===== src/rtl/render_pkg.sv =====
// Shared rendering constants: FSM state encodings and default field widths
// used by the rectangle scheduler and the rectangle control FSMs.
package render_pkg;

   localparam logic [1:0] S_IDLE = 2'd0;
   localparam logic [1:0] S_DRAW = 2'd1;
   localparam logic [1:0] S_DONE = 2'd2;

   localparam int N_REQ_DEF  = 2;
   localparam int X_W_DEF    = 8;
   localparam int Y_W_DEF    = 7;
   localparam int SIZE_W_DEF = 4;
   localparam int COL_W_DEF  = 3;

endpackage


===== src/rtl/rr_pick.sv =====
// Combinational round-robin picker: first set request bit scanning from
// i_ptr upward, wrapping modulo N_REQ.
module rr_pick
   import render_pkg::*;
#(
   parameter int N_REQ = N_REQ_DEF,
   parameter int IDX_W = (N_REQ > 1) ? $clog2(N_REQ) : 1
) (
   input  logic [N_REQ-1:0] i_req,
   input  logic [IDX_W-1:0] i_ptr,
   output logic [IDX_W-1:0] o_winner,
   output logic             o_valid
);

   logic [IDX_W-1:0] w_idx;

   // NOTE: every output gets a default before the loop, so no path leaves a value unassigned (no latch).
   always_comb begin
      o_winner = '0;
      o_valid  = 1'b0;
      w_idx    = '0;
      // Scan from the farthest offset down so the closest set bit to i_ptr wins last.
      for (int k = N_REQ - 1; k >= 0; k--) begin
         w_idx = IDX_W'((int'(i_ptr) + k) % N_REQ);
         if (i_req[w_idx]) begin
            o_winner = w_idx;
            o_valid  = 1'b1;
         end
      end
   end

endmodule


===== src/rtl/rect_draw_scheduler.sv =====
// Shares one rectangle-fill engine between N_REQ requesters: round-robin
// arbitration, command latching and a row-major pixel scan to the VGA plot port.
module rect_draw_scheduler
   import render_pkg::*;
#(
   parameter int N_REQ  = N_REQ_DEF,
   parameter int X_W    = X_W_DEF,
   parameter int Y_W    = Y_W_DEF,
   parameter int SIZE_W = SIZE_W_DEF,
   parameter int COL_W  = COL_W_DEF
) (
   input  logic                    clk,
   input  logic                    resetn,
   input  logic [N_REQ-1:0]        req,
   input  logic [N_REQ*X_W-1:0]    req_x,
   input  logic [N_REQ*Y_W-1:0]    req_y,
   input  logic [N_REQ*SIZE_W-1:0] req_w,
   input  logic [N_REQ*SIZE_W-1:0] req_h,
   input  logic [N_REQ*COL_W-1:0]  req_colour,
   output logic [N_REQ-1:0]        grant,
   output logic [N_REQ-1:0]        done,
   output logic                    busy,
   output logic                    plot,
   output logic [X_W-1:0]          x_out,
   output logic [Y_W-1:0]          y_out,
   output logic [COL_W-1:0]        colour_out
);

   localparam int IDX_W = (N_REQ > 1) ? $clog2(N_REQ) : 1;

   logic [1:0]        r_state;
   logic [IDX_W-1:0]  r_ptr;
   logic [IDX_W-1:0]  r_owner;
   logic [X_W-1:0]    r_x0;
   logic [Y_W-1:0]    r_y0;
   logic [SIZE_W-1:0] r_w;
   logic [SIZE_W-1:0] r_h;
   logic [COL_W-1:0]  r_col;
   logic [SIZE_W-1:0] r_cx;
   logic [SIZE_W-1:0] r_cy;
   logic [N_REQ-1:0]  r_grant;

   logic [IDX_W-1:0]  w_winner;
   logic              w_valid;
   logic              w_zero;
   logic              w_row_end;
   logic              w_last;

   rr_pick #(
      .N_REQ (N_REQ),
      .IDX_W (IDX_W)
   ) u_pick (
      .i_req    (req),
      .i_ptr    (r_ptr),
      .o_winner (w_winner),
      .o_valid  (w_valid)
   );

   assign w_zero    = (r_w == '0) || (r_h == '0);
   assign w_row_end = (r_cx == r_w - SIZE_W'(1));
   assign w_last    = w_row_end && (r_cy == r_h - SIZE_W'(1));

   // NOTE: sequential state uses non-blocking assignments so every register samples pre-edge values.
   always_ff @(posedge clk or negedge resetn) begin
      if (!resetn) begin
         r_state <= S_IDLE;
         r_ptr   <= '0;
         r_owner <= '0;
         r_x0    <= '0;
         r_y0    <= '0;
         r_w     <= '0;
         r_h     <= '0;
         r_col   <= '0;
         r_cx    <= '0;
         r_cy    <= '0;
         r_grant <= '0;
      end else begin
         r_grant <= '0;
         case (r_state)
            S_IDLE: begin
               if (w_valid) begin
                  r_state <= S_DRAW;
                  r_owner <= w_winner;
                  r_x0    <= req_x[w_winner*X_W +: X_W];
                  r_y0    <= req_y[w_winner*Y_W +: Y_W];
                  r_w     <= req_w[w_winner*SIZE_W +: SIZE_W];
                  r_h     <= req_h[w_winner*SIZE_W +: SIZE_W];
                  r_col   <= req_colour[w_winner*COL_W +: COL_W];
                  r_cx    <= '0;
                  r_cy    <= '0;
                  r_grant <= N_REQ'(1) << w_winner;
               end
            end
            S_DRAW: begin
               // cx/cy are left on the final pixel so x_out/y_out hold it afterwards.
               if (w_zero || w_last) begin
                  r_state <= S_DONE;
               end else if (w_row_end) begin
                  r_cx <= '0;
                  r_cy <= r_cy + SIZE_W'(1);
               end else begin
                  r_cx <= r_cx + SIZE_W'(1);
               end
            end
            S_DONE: begin
               r_ptr   <= (r_owner == IDX_W'(N_REQ - 1)) ? '0 : r_owner + IDX_W'(1);
               r_state <= S_IDLE;
            end
            default: r_state <= S_IDLE;
         endcase
      end
   end

   assign grant      = r_grant;
   assign done       = (r_state == S_DONE) ? (N_REQ'(1) << r_owner) : '0;
   assign busy       = (r_state != S_IDLE);
   assign plot       = (r_state == S_DRAW) && !w_zero;
   assign x_out      = r_x0 + X_W'(r_cx);
   assign y_out      = r_y0 + Y_W'(r_cy);
   assign colour_out = r_col;

endmodule


===== config.mk =====
export PLATFORM = sky130hd
export DESIGN_NAME = rect_draw_scheduler
export DESIGN_NICKNAME = d
export VERILOG_FILES = /design/src/rtl/render_pkg.sv /design/src/rtl/rr_pick.sv /design/src/rtl/rect_draw_scheduler.sv
export SDC_FILE = /design/constraint.sdc
export NUM_CORES = 1
export LEC_CHECK = 0
export ABC_AREA = 1
export CORE_MARGIN = 2
export CORE_UTILIZATION = 25
export CTS_BUF_LIST = sky130_fd_sc_hd__clkbuf_8
export CTS_CLUSTER_SIZE = 20
export DETAILED_ROUTE_END_ITERATION = 6
export PLACE_DENSITY = 0.47
export SYNTH_ARGS = -nofsm -noshare
export SYNTH_HDL_FRONTEND = slang
export SYNTH_SLANG_ARGS = --single-unit

===== constraint.sdc =====
create_clock -name clk -period 2.5 [get_ports clk]
set_input_delay 0.5 -clock clk [delete_from_list [all_inputs] [get_ports clk]]
set_output_delay 0.5 -clock clk [all_outputs]
set_load 0.05 [all_outputs]

==> results.py, run 1 <==
metrics = {
    "run_status": {
        "outcome": "finished, violations left",
        "violations": "setup timing",
    },
    "critical_path": {
        "end_kind": "output pin",
        "start_kind": "flop",
        "crit_fanout": 2,
        "cp.arrival_ps": 2000,
        "required_ps": 2000,
        "critPathKind": "flop to output pin",
    },
    "route": {
        "wirelength_um": 7600,
        "first_pass_iters": 4,
        "top_layer": "met4",
        "drt-met1-wl_um": 3500,
        "wl_met3_um": 490,
        "wl_met2_um": 3540,
        "drt_iter0_drc": 85,
        "vias": 2553,
        "ant_nets": 0,
        "viasPerCell": 4.39,
        "wl_per_cell_um": 13.1,
        "drcViolationCount": 0,
    },
    "yosys": {
        "synth_area_mm2": 0.00268,
        "yosys.area.top_type": "dfrtp_1",
        "syn_area_per_cell_um2": 7.64,
        "async_reset_ff_share_pct": 100,
        "synth-edff-count": 0,
        "postSynthCellCount": 351,
        "synth_area_leaders": "dfrtp_1 (37%), nand2_1 (11%), o211ai_1 (7.3%)",
        "yosysTopAreaCellShare_pct": 37.3,
        "yosysSeqAreaShare_pct": 37.3,
        "synth.distinct_cells": 29,
        "dominantRegCellSynth": "dfrtp_1",
        "syn-num-nets": 422,
        "synth-seq-cells": 40,
        "ys_warn_count": 0,
    },
    "clocking": {
        "clk_latency_ps": 300,
        "clock_sinks": 40,
        "cts_buffer_depth": 2,
        "cts-root-buf": "clkbuf_8",
        "htree_levels": 2,
        "numCtsBuffers": 5,
        "clk_pin_slew_ps": 80,
        "hold_buffers": 0,
        "cts_tree": "yes",
    },
    "pwr": {
        "leakage_uw": 0.00190,
        "ir_drop_mv": 0.830,
        "powerDensity_mw_per_mm2": 1520,
    },
    "sta": {
        "min_period_ps": 2500,
        "setup_ws_ps": -1.41,
        "max-slew-margin-rel_pct": 63.4,
        "skew_ps": 7.61,
        "tightest_slew_ps": 548,
        "hold_viol_final": 0,
        "maxSlewViolCount": 0,
        "rsz0062_at_grt": "yes",
        "setup_viol": 1,
        "max_freq_mhz": 400,
        "finalCritPeriodShare_pct": 100,
        "hold_ws_ps": 125,
        "fin_setup_tns_ps": -1.41,
    },
    "die": {
        "initial_core_util_pct": 25.8,
        "io_pins": 80,
        "dieArea_mm2": 0.0116,
        "die_x_um": 108,
        "chipHeight_um": 108,
        "rows": 37,
        "core_mm2": 0.0104,
    },
    "grt": {
        "gr-total-overflow": 0,
        "grt_max_degree": 28,
        "antenna_found_initial": 0,
        "grt_use_total_pct": 13.7,
        "grt_pass1_vias": 2597,
        "grt_pass1_wl_um": 12600,
    },
    "finish": {
        "nFillCells": 1075,
        "layout.area.seq_mm2": 0.00100,
        "diodes": 0,
        "areaGrowthSynthToFinish_pct": 53.9,
        "drive_gt1_share_pct": 20.4,
        "final_nets": 516,
        "multi_input_area_mm2": 0.00156,
    },
    "place": {
        "numPortBuffers": 79,
        "place.detailed.hpwl_um": 5570,
        "gp_congestion": 0.739,
        "place_ws_ps": 138,
    },
    "flow_run": {
        "cap_violations": 0,
    },
    "worst_hold_path": {
        "hp-class": "input pin to async pin",
    },
}
## routing by layer
layer	vias up	global-route usage, %
li1	1322	-
met1	1163	17.6
met2	62	22.8
met3	6	3.93
met4	0	3.02
met5	-	0
## flip-flops by register name (all words and copies together), names as in the netlist
name / count
colour_out: 3
grant: 2
r_cx: 4
r_cy: 4
r_h: 4
r_owner: 1
r_ptr: 1
r_state: 2
r_w: 4
r_x0: 8
r_y0: 7
## per-stage QoR
stage / util [%] / cell area, um^2 / total power [uW] / cells
after floorplan: - / 2710 / 3810 / 351
final: 39.8 / 4130 / 6280 / 582
after global placement: 37.0 / 3840 / 5490 / 566
after detailed placement: 37.0 / 3840 / 5500 / 566
after CTS: 38.7 / 4010 / 6160 / 576
after global routing: 39.8 / 4130 / 6770 / 582
## synth_stat cells (all sizes together) (7+ instances only)
| cell | number |
|---|---|
| o21ai | 18 |
| a31oi | 13 |
| inv | 54 |
| ha | 13 |
| dfrtp | 40 |
| a21oi | 7 |
| clkbuf | 7 |
| nand2 | 88 |
| nor2 | 38 |
| xor2 | 9 |
| o211ai | 26 |
| nand3 | 20 |
## worst paths after layout
path / slack (ps) / cells past startpoint / endpoint / from
max in group asynchronous: 1660 / 2 / r_cy[3] / resetn
min reg2reg: 510 / 1 / r_ptr / r_owner
min in group clk: 510 / 1 / r_ptr / r_owner
min: 120 / 1 / r_y0[4] / resetn
max reg2reg: 730 / 13 / r_cx[3] / r_w[0]
max: -1 / 8 / y_out[6] / r_y0[0]
## layout by cell type, fill, tap and decap left out, drive strengths merged
master and n:
clkinv 2, nand3b 1, inv 54, o21ai 18, ha 13, dfrtp 40, nand2 88, bufinv 1
a21oi 7, o32ai 1, fa 2, a211oi 1, clkbuf 5, a31oi 13, clkinvlp 1, buf 37
nor2 38, xnor2 6, nor3b 1, nand3 20, clkdlybuf4s50 62, xor2 9, o211ai 26
## layout make-up
| class | count | share of cell area (%) |
|---|---|---|
| Multi-Input combinational cell | 244 | 37.8 |
| Timing Repair Buffer | 99 | 26.0 |
| Sequential cell | 40 | 24.3 |
| Inverter | 55 | 5.13 |
| Tap cell | 136 | 4.12 |
| Clock buffer | 5 | 1.67 |
| Clock inverter | 3 | 1.03 |
## where the power goes
| group | internal [uW] | switching [uW] | total, uW | leakage (uW) |
|---|---|---|---|---|
| registers | 940 | 277 | 1220 | 0.000483 |
| clock network | 296 | 253 | 548 | 0.0000541 |
| logic | 1930 | 2590 | 4520 | 0.00136 |
## critical path, stage by stage (launching register included)
cell	delay [ps]
dfrtp_1	360
ha_2	190
inv_2	40
fa_2	370
nor2_4	110
a211oi_4	50
nor3b_2	230
xor2_2	200
buf_12	160
## what timing repair did
| item | CTS | global route |
|---|---|---|
| endpoints found under the setup margin | 5 | 7 |
| pin swaps | 9 | 12 |
| gates resized for setup | 10 | 16 |
| setup buffers | 2 | 6 |
## logic make-up after synthesis
group / synth area share (%)
AND/OR/NAND/NOR: 24.7
buffers and inverters: 9.80
AO/OA/AOI/OAI: 15.7
flip-flops: 37.3
XOR/XNOR: 4.90
adder cells (fa/ha/maj): 7.56
Note: power is estimated with default switching activity, not from simulation.
==> inputs of run 2 (changes only) <==
Settings changed: PLACE_DENSITY 0.47 to 0.49.
Clock period 2.5 ns to 2.1 ns, I/O delays scaled along.
==> results.py, run 2 (synthesis results as in run 1) <==
metrics = {
    "die": {
        "die_x_um": 108,
        "initial_core_util_pct": 25.8,
        "core_mm2": 0.0104,
        "rows": 37,
        "dieArea_mm2": 0.0116,
        "io_pins": 80,
        "chipHeight_um": 108,
    },
    "finish": {
        "areaGrowthSynthToFinish_pct": 66.2,
        "drive_gt1_share_pct": 24.3,
        "reg_top3": "r_x0 (8), r_y0 (7)",
        "diodes": 0,
        "layout.cells.most_common_list": "nand2_1 (80), clkdlybuf4s50_1 (59), inv_1 (46)",
        "largest_reg_flops": 8,
        "layout_commonest_cell": "nand2_1",
        "fin_util_pct": 43.0,
        "final_nets": 527,
        "top_register": "r_x0",
    },
    "run_status": {
        "violations": "setup timing",
        "outcome": "finished, violations left",
    },
    "clocking": {
        "clock_sinks": 40,
        "clk_latency_ps": 300,
        "cts_tree": "yes",
        "cts-root-buf": "clkbuf_8",
        "htree_levels": 2,
        "numCtsBuffers": 5,
        "clk_pin_slew_ps": 90,
        "cts_buffer_depth": 2,
    },
    "route": {
        "drt_iter0_drc": 63,
        "vias": 2587,
        "viasPerCell": 4.36,
        "wirelength_um": 7430,
        "wl_per_cell_um": 12.5,
        "drcViolationCount": 0,
        "ant_nets": 0,
        "first_pass_iters": 4,
    },
    "pwr": {
        "powerDensity_mw_per_mm2": 1810,
        "leakage_uw": 0.00202,
        "ir_drop_mv": 0.628,
    },
    "grt": {
        "gr-total-overflow": 0,
        "antenna_found_initial": 0,
        "grt_use_total_pct": 13.7,
        "grt_pass1_vias": 2614,
        "grt_max_degree": 55,
        "grt_pass1_wl_um": 12600,
    },
    "flow_run": {
        "cap_violations": 0,
    },
    "sta": {
        "hold_ws_ps": 178,
        "skew_ps": 9.31,
        "min_period_ps": 2460,
        "maxSlewViolCount": 0,
        "finalCritPeriodShare_pct": 117,
        "tightest_slew_ps": 725,
        "hold_viol_final": 0,
        "rsz0062_at_grt": "yes",
        "max-slew-margin-rel_pct": 51.7,
        "setup_ws_ps": -356,
        "setup_viol": 10,
        "max_freq_mhz": 407,
    },
    "critical_path": {
        "worstReg2RegEnd": "r_cy[2]",
        "critical_path.startpoint": "r_cy[0]",
        "required_ps": 1680,
        "worstReg2RegStart": "r_state[1]",
        "crit_fanout": 2,
        "cp.arrival_ps": 2040,
        "rrSetupSlack_ps": 270,
        "start_kind": "flop",
        "crit_path_end": "y_out[6]",
        "end_kind": "output pin",
        "r2r_cells": 8,
        "critPathKind": "flop to output pin",
    },
    "place": {
        "gp_congestion": 0.785,
        "numPortBuffers": 79,
        "place.detailed.hpwl_um": 5600,
    },
    "worst_hold_path": {
        "hp-class": "input pin to async pin",
    },
}
==> run 2: changes by cell type in the layout (fill, tap and decap cells not counted), sizes merged <==
cell / change
buf: +14
bufinv: -1
clkinv: -1
clkinvlp: -1
clkbuf: +1
clkdlybuf4s50: -3
inv: +2
==> run 2: final cells by class <==
cell class                      count  area (um^2)
Inverter                           55          211
Sequential cell                    40         1000
Multi-Input combinational cell    244         1740
Tap cell                          136          170
Fill cell                        1045         5910
Timing Repair Buffer              110         1240
Clock buffer                        6         82.6
Clock inverter                      2         7.51
==> run 2: worst max-delay path: stages (launching register included) <==
cell      delay, ps
dfrtp_1         380
ha_2            200
inv_2            40
fa_2            340
nor2_2          100
a211oi_2         50
nor3b_2         170
buf_4           150
xor2_4          150
buf_12          150
==> run 2: worst min path at each step <==
stage | start | endpoint | slack [ps] | cells past startpoint
after floorplan | resetn | colour_out[0] | 120 | 0
after global placement | r_owner | r_ptr | 510 | 1
after detailed placement | r_owner | r_ptr | 510 | 1
after CTS | resetn | r_w[1] | 200 | 2
after global routing | resetn | r_w[1] | 250 | 2
final | resetn | r_w[1] | 180 | 2
==> run 2: power by group <==
part	switching (uW)	internal, uW
Combinational	3270	2780
Sequential	360	1120
Clock	284	259
==> run 2: repair_timing <==
item / CTS / global route
hold buffers: 0 / 0
setup buffers: 6 / 6
gates cloned: 0 / 0
pin swaps: 14 / 10
setup endpoints to repair: 10 / 13
gates resized for setup: 14 / 11
==> run 2: layer usage <==
layer	GRT usage (%)	wire (um)	up-vias
met3	3.81	466	8
met1	18.8	3540	1179
met5	0	0	-
met2	21.3	3340	60
met4	3.11	77	0
li1	-	-	1340
==> run 2: through the flow <==
stage / cell area (um^2) / setup TNS (ps) / total power (uW) / cells / setup WS, ps
after detailed placement: 4130 / -131 / 7070 / 575 / -34.0
after global routing: 4460 / -2660 / 8630 / 593 / -463
after floorplan: 2860 / -599 / 4790 / 351 / -198
after CTS: 4350 / -1860 / 7940 / 589 / -369
final: 4460 / -1770 / 8070 / 593 / -356
after global placement: 4130 / -22.4 / 7020 / 575 / -22.4
==> inputs of run 3 (changes only) <==
Settings changed: CTS_CLUSTER_DIAMETER set to 120, PLACE_DENSITY 0.49 to 0.54.
==> results.py, run 3 (synthesis results as in run 1) <==
metrics = {
    "run_status": {
        "outcome": "finished, violations left",
        "violations": "setup timing",
    },
    "pwr": {
        "p_int_uw": 4360,
        "powerDensity_mw_per_mm2": 1830,
        "ir_drop_mv": 1.06,
        "swShare_pct": 47.5,
        "p_seq_share_pct": 17.9,
        "p_sw_uw": 3950,
        "total_power_uw": 8300,
        "power_frac_clock_pct": 7.5,
        "leakage_uw": 0.00205,
        "p_comb_share_pct": 74.6,
    },
    "finish": {
        "fin_area_mm2": 0.00454,
        "largest_reg_flops": 8,
        "top_register": "r_x0",
        "fin_util_pct": 43.8,
        "diodes": 0,
        "layout.area.seq_mm2": 0.00100,
        "nFillCells": 1043,
        "reg_top3": "r_x0 (8), r_y0 (7)",
        "layout.cells.most_common_list": "nand2_1 (80), clkdlybuf4s50_1 (59), inv_1 (45)",
        "areaGrowthSynthToFinish_pct": 69.6,
        "layout_commonest_cell": "nand2_1",
        "drive_gt1_share_pct": 25.3,
        "final_nets": 529,
        "multi_input_area_mm2": 0.00176,
    },
    "grt": {
        "grt_pass1_wl_um": 12400,
        "grt_pass1_vias": 2694,
        "grt_use_total_pct": 13.2,
        "grt_max_degree": 41,
        "gr-total-overflow": 0,
        "antenna_found_initial": 0,
    },
    "sta": {
        "maxSlewViolCount": 0,
        "max_freq_mhz": 408,
        "finalCritPeriodShare_pct": 117,
        "skew_ps": 9.89,
        "max-slew-margin-rel_pct": 64.6,
        "rsz0062_at_grt": "yes",
        "hold_viol_final": 0,
        "tightest_slew_ps": 530,
        "min_period_ps": 2450,
        "setup_viol": 10,
        "setup_ws_ps": -350,
    },
    "die": {
        "initial_core_util_pct": 25.8,
        "core_mm2": 0.0104,
        "chipHeight_um": 108,
        "die_x_um": 108,
        "io_pins": 80,
        "rows": 37,
        "dieArea_mm2": 0.0116,
    },
    "clocking": {
        "cts_buffer_depth": 2,
        "cts_tree": "yes",
        "numCtsBuffers": 5,
        "cts-root-buf": "clkbuf_8",
        "htree_levels": 2,
        "clk_pin_slew_ps": 90,
        "clock_sinks": 40,
        "clk_latency_ps": 290,
    },
    "worst_hold_path": {
        "hp-class": "input pin to async pin",
    },
    "route": {
        "ant_nets": 0,
        "wirelength_um": 7260,
        "first_pass_iters": 4,
        "viasPerCell": 4.38,
        "vias": 2604,
        "drt_iter0_drc": 108,
        "wl_per_cell_um": 12.2,
        "drcViolationCount": 0,
    },
    "critical_path": {
        "critPathKind": "flop to output pin",
        "start_kind": "flop",
        "rrSetupSlack_ps": 340,
        "cp.arrival_ps": 2030,
        "crit_fanout": 2,
        "end_kind": "output pin",
        "required_ps": 1680,
    },
    "place": {
        "numPortBuffers": 79,
        "placed_cell_area_mm2": 0.00418,
        "gp_congestion": 0.811,
        "place.detailed.hpwl_um": 5520,
    },
    "flow_run": {
        "cap_violations": 0,
    },
}
[run 3: cell count changes in the layout (fill, tap and decap cells not counted), sizes merged]
cell | before | now
buf | 51 | 53
bufinv | 0 | 1
clkbuf | 6 | 5
clkinv | 1 | 2
inv | 56 | 55
[run 3: final timing paths]
check,end,cells after the start,from
min in group clk,r_ptr,1,r_owner
max in group asynchronous,r_y0[2],2,resetn
min,r_w[2],2,resetn
max reg2reg,r_cx[2],12,r_h[1]
max,y_out[6],9,r_y0[0]
min reg2reg,r_ptr,1,r_owner
[run 3: worst max-delay path, stage by stage, from the launching register on]
cell	delay (ps)
dfrtp_1	370
ha_2	190
inv_2	40
fa_2	360
nor2_2	110
a211oi_2	60
nor3b_2	170
buf_4	150
xor2_4	150
buf_12	150
[run 3: layer usage]
metal  vias up  track usage, %  wire [um]
met5         -               0          0
met1      1192            17.2       3270
li1       1349               -          -
met2        58            22.2       3470
met3         5            3.87        488
met4         0            1.92         32
[run 3: what timing repair did]
item,CTS,global route
hold buffers,0,0
setup buffers,8,2
endpoints found under the setup margin,10,12
pin swaps,19,7
resized for setup,22,7
endpoints found under the hold margin,0,0
[run 3: power by group through the flow]
stage	sequential, uW	clock (uW)	combinational (uW)
after floorplan	1550	0	3230
after global placement	1440	0	5640
after detailed placement	1460	0	5670
after CTS	1480	643	6130
after global routing	1540	682	6670
final	1490	625	6190
[run 3: final cells by class]
type | instances | area share [%]
multi-input cells | 244 | 38.8
repair buffers | 112 | 28.4
flip-flops and latches | 40 | 22.0
inverters | 55 | 4.65
well taps | 136 | 3.74
clock buffers | 5 | 1.51
clock inverters | 3 | 0.854
[run 3: metrics by stage]
| step | setup slack (ps) | hold slack (ps) | setup TNS (ps) | cells |
|---|---|---|---|---|
| finish | -350 | 85.9 | -1630 | 595 |
| global route | -461 | 97.8 | -2550 | 595 |
| CTS | -332 | 97.0 | -1650 | 593 |
| detailed placement | -26.6 | 415 | -26.6 | 577 |
| global placement | -9.10 | 426 | -9.10 | 577 |
| floorplan | -198 | 124 | -599 | 351 |
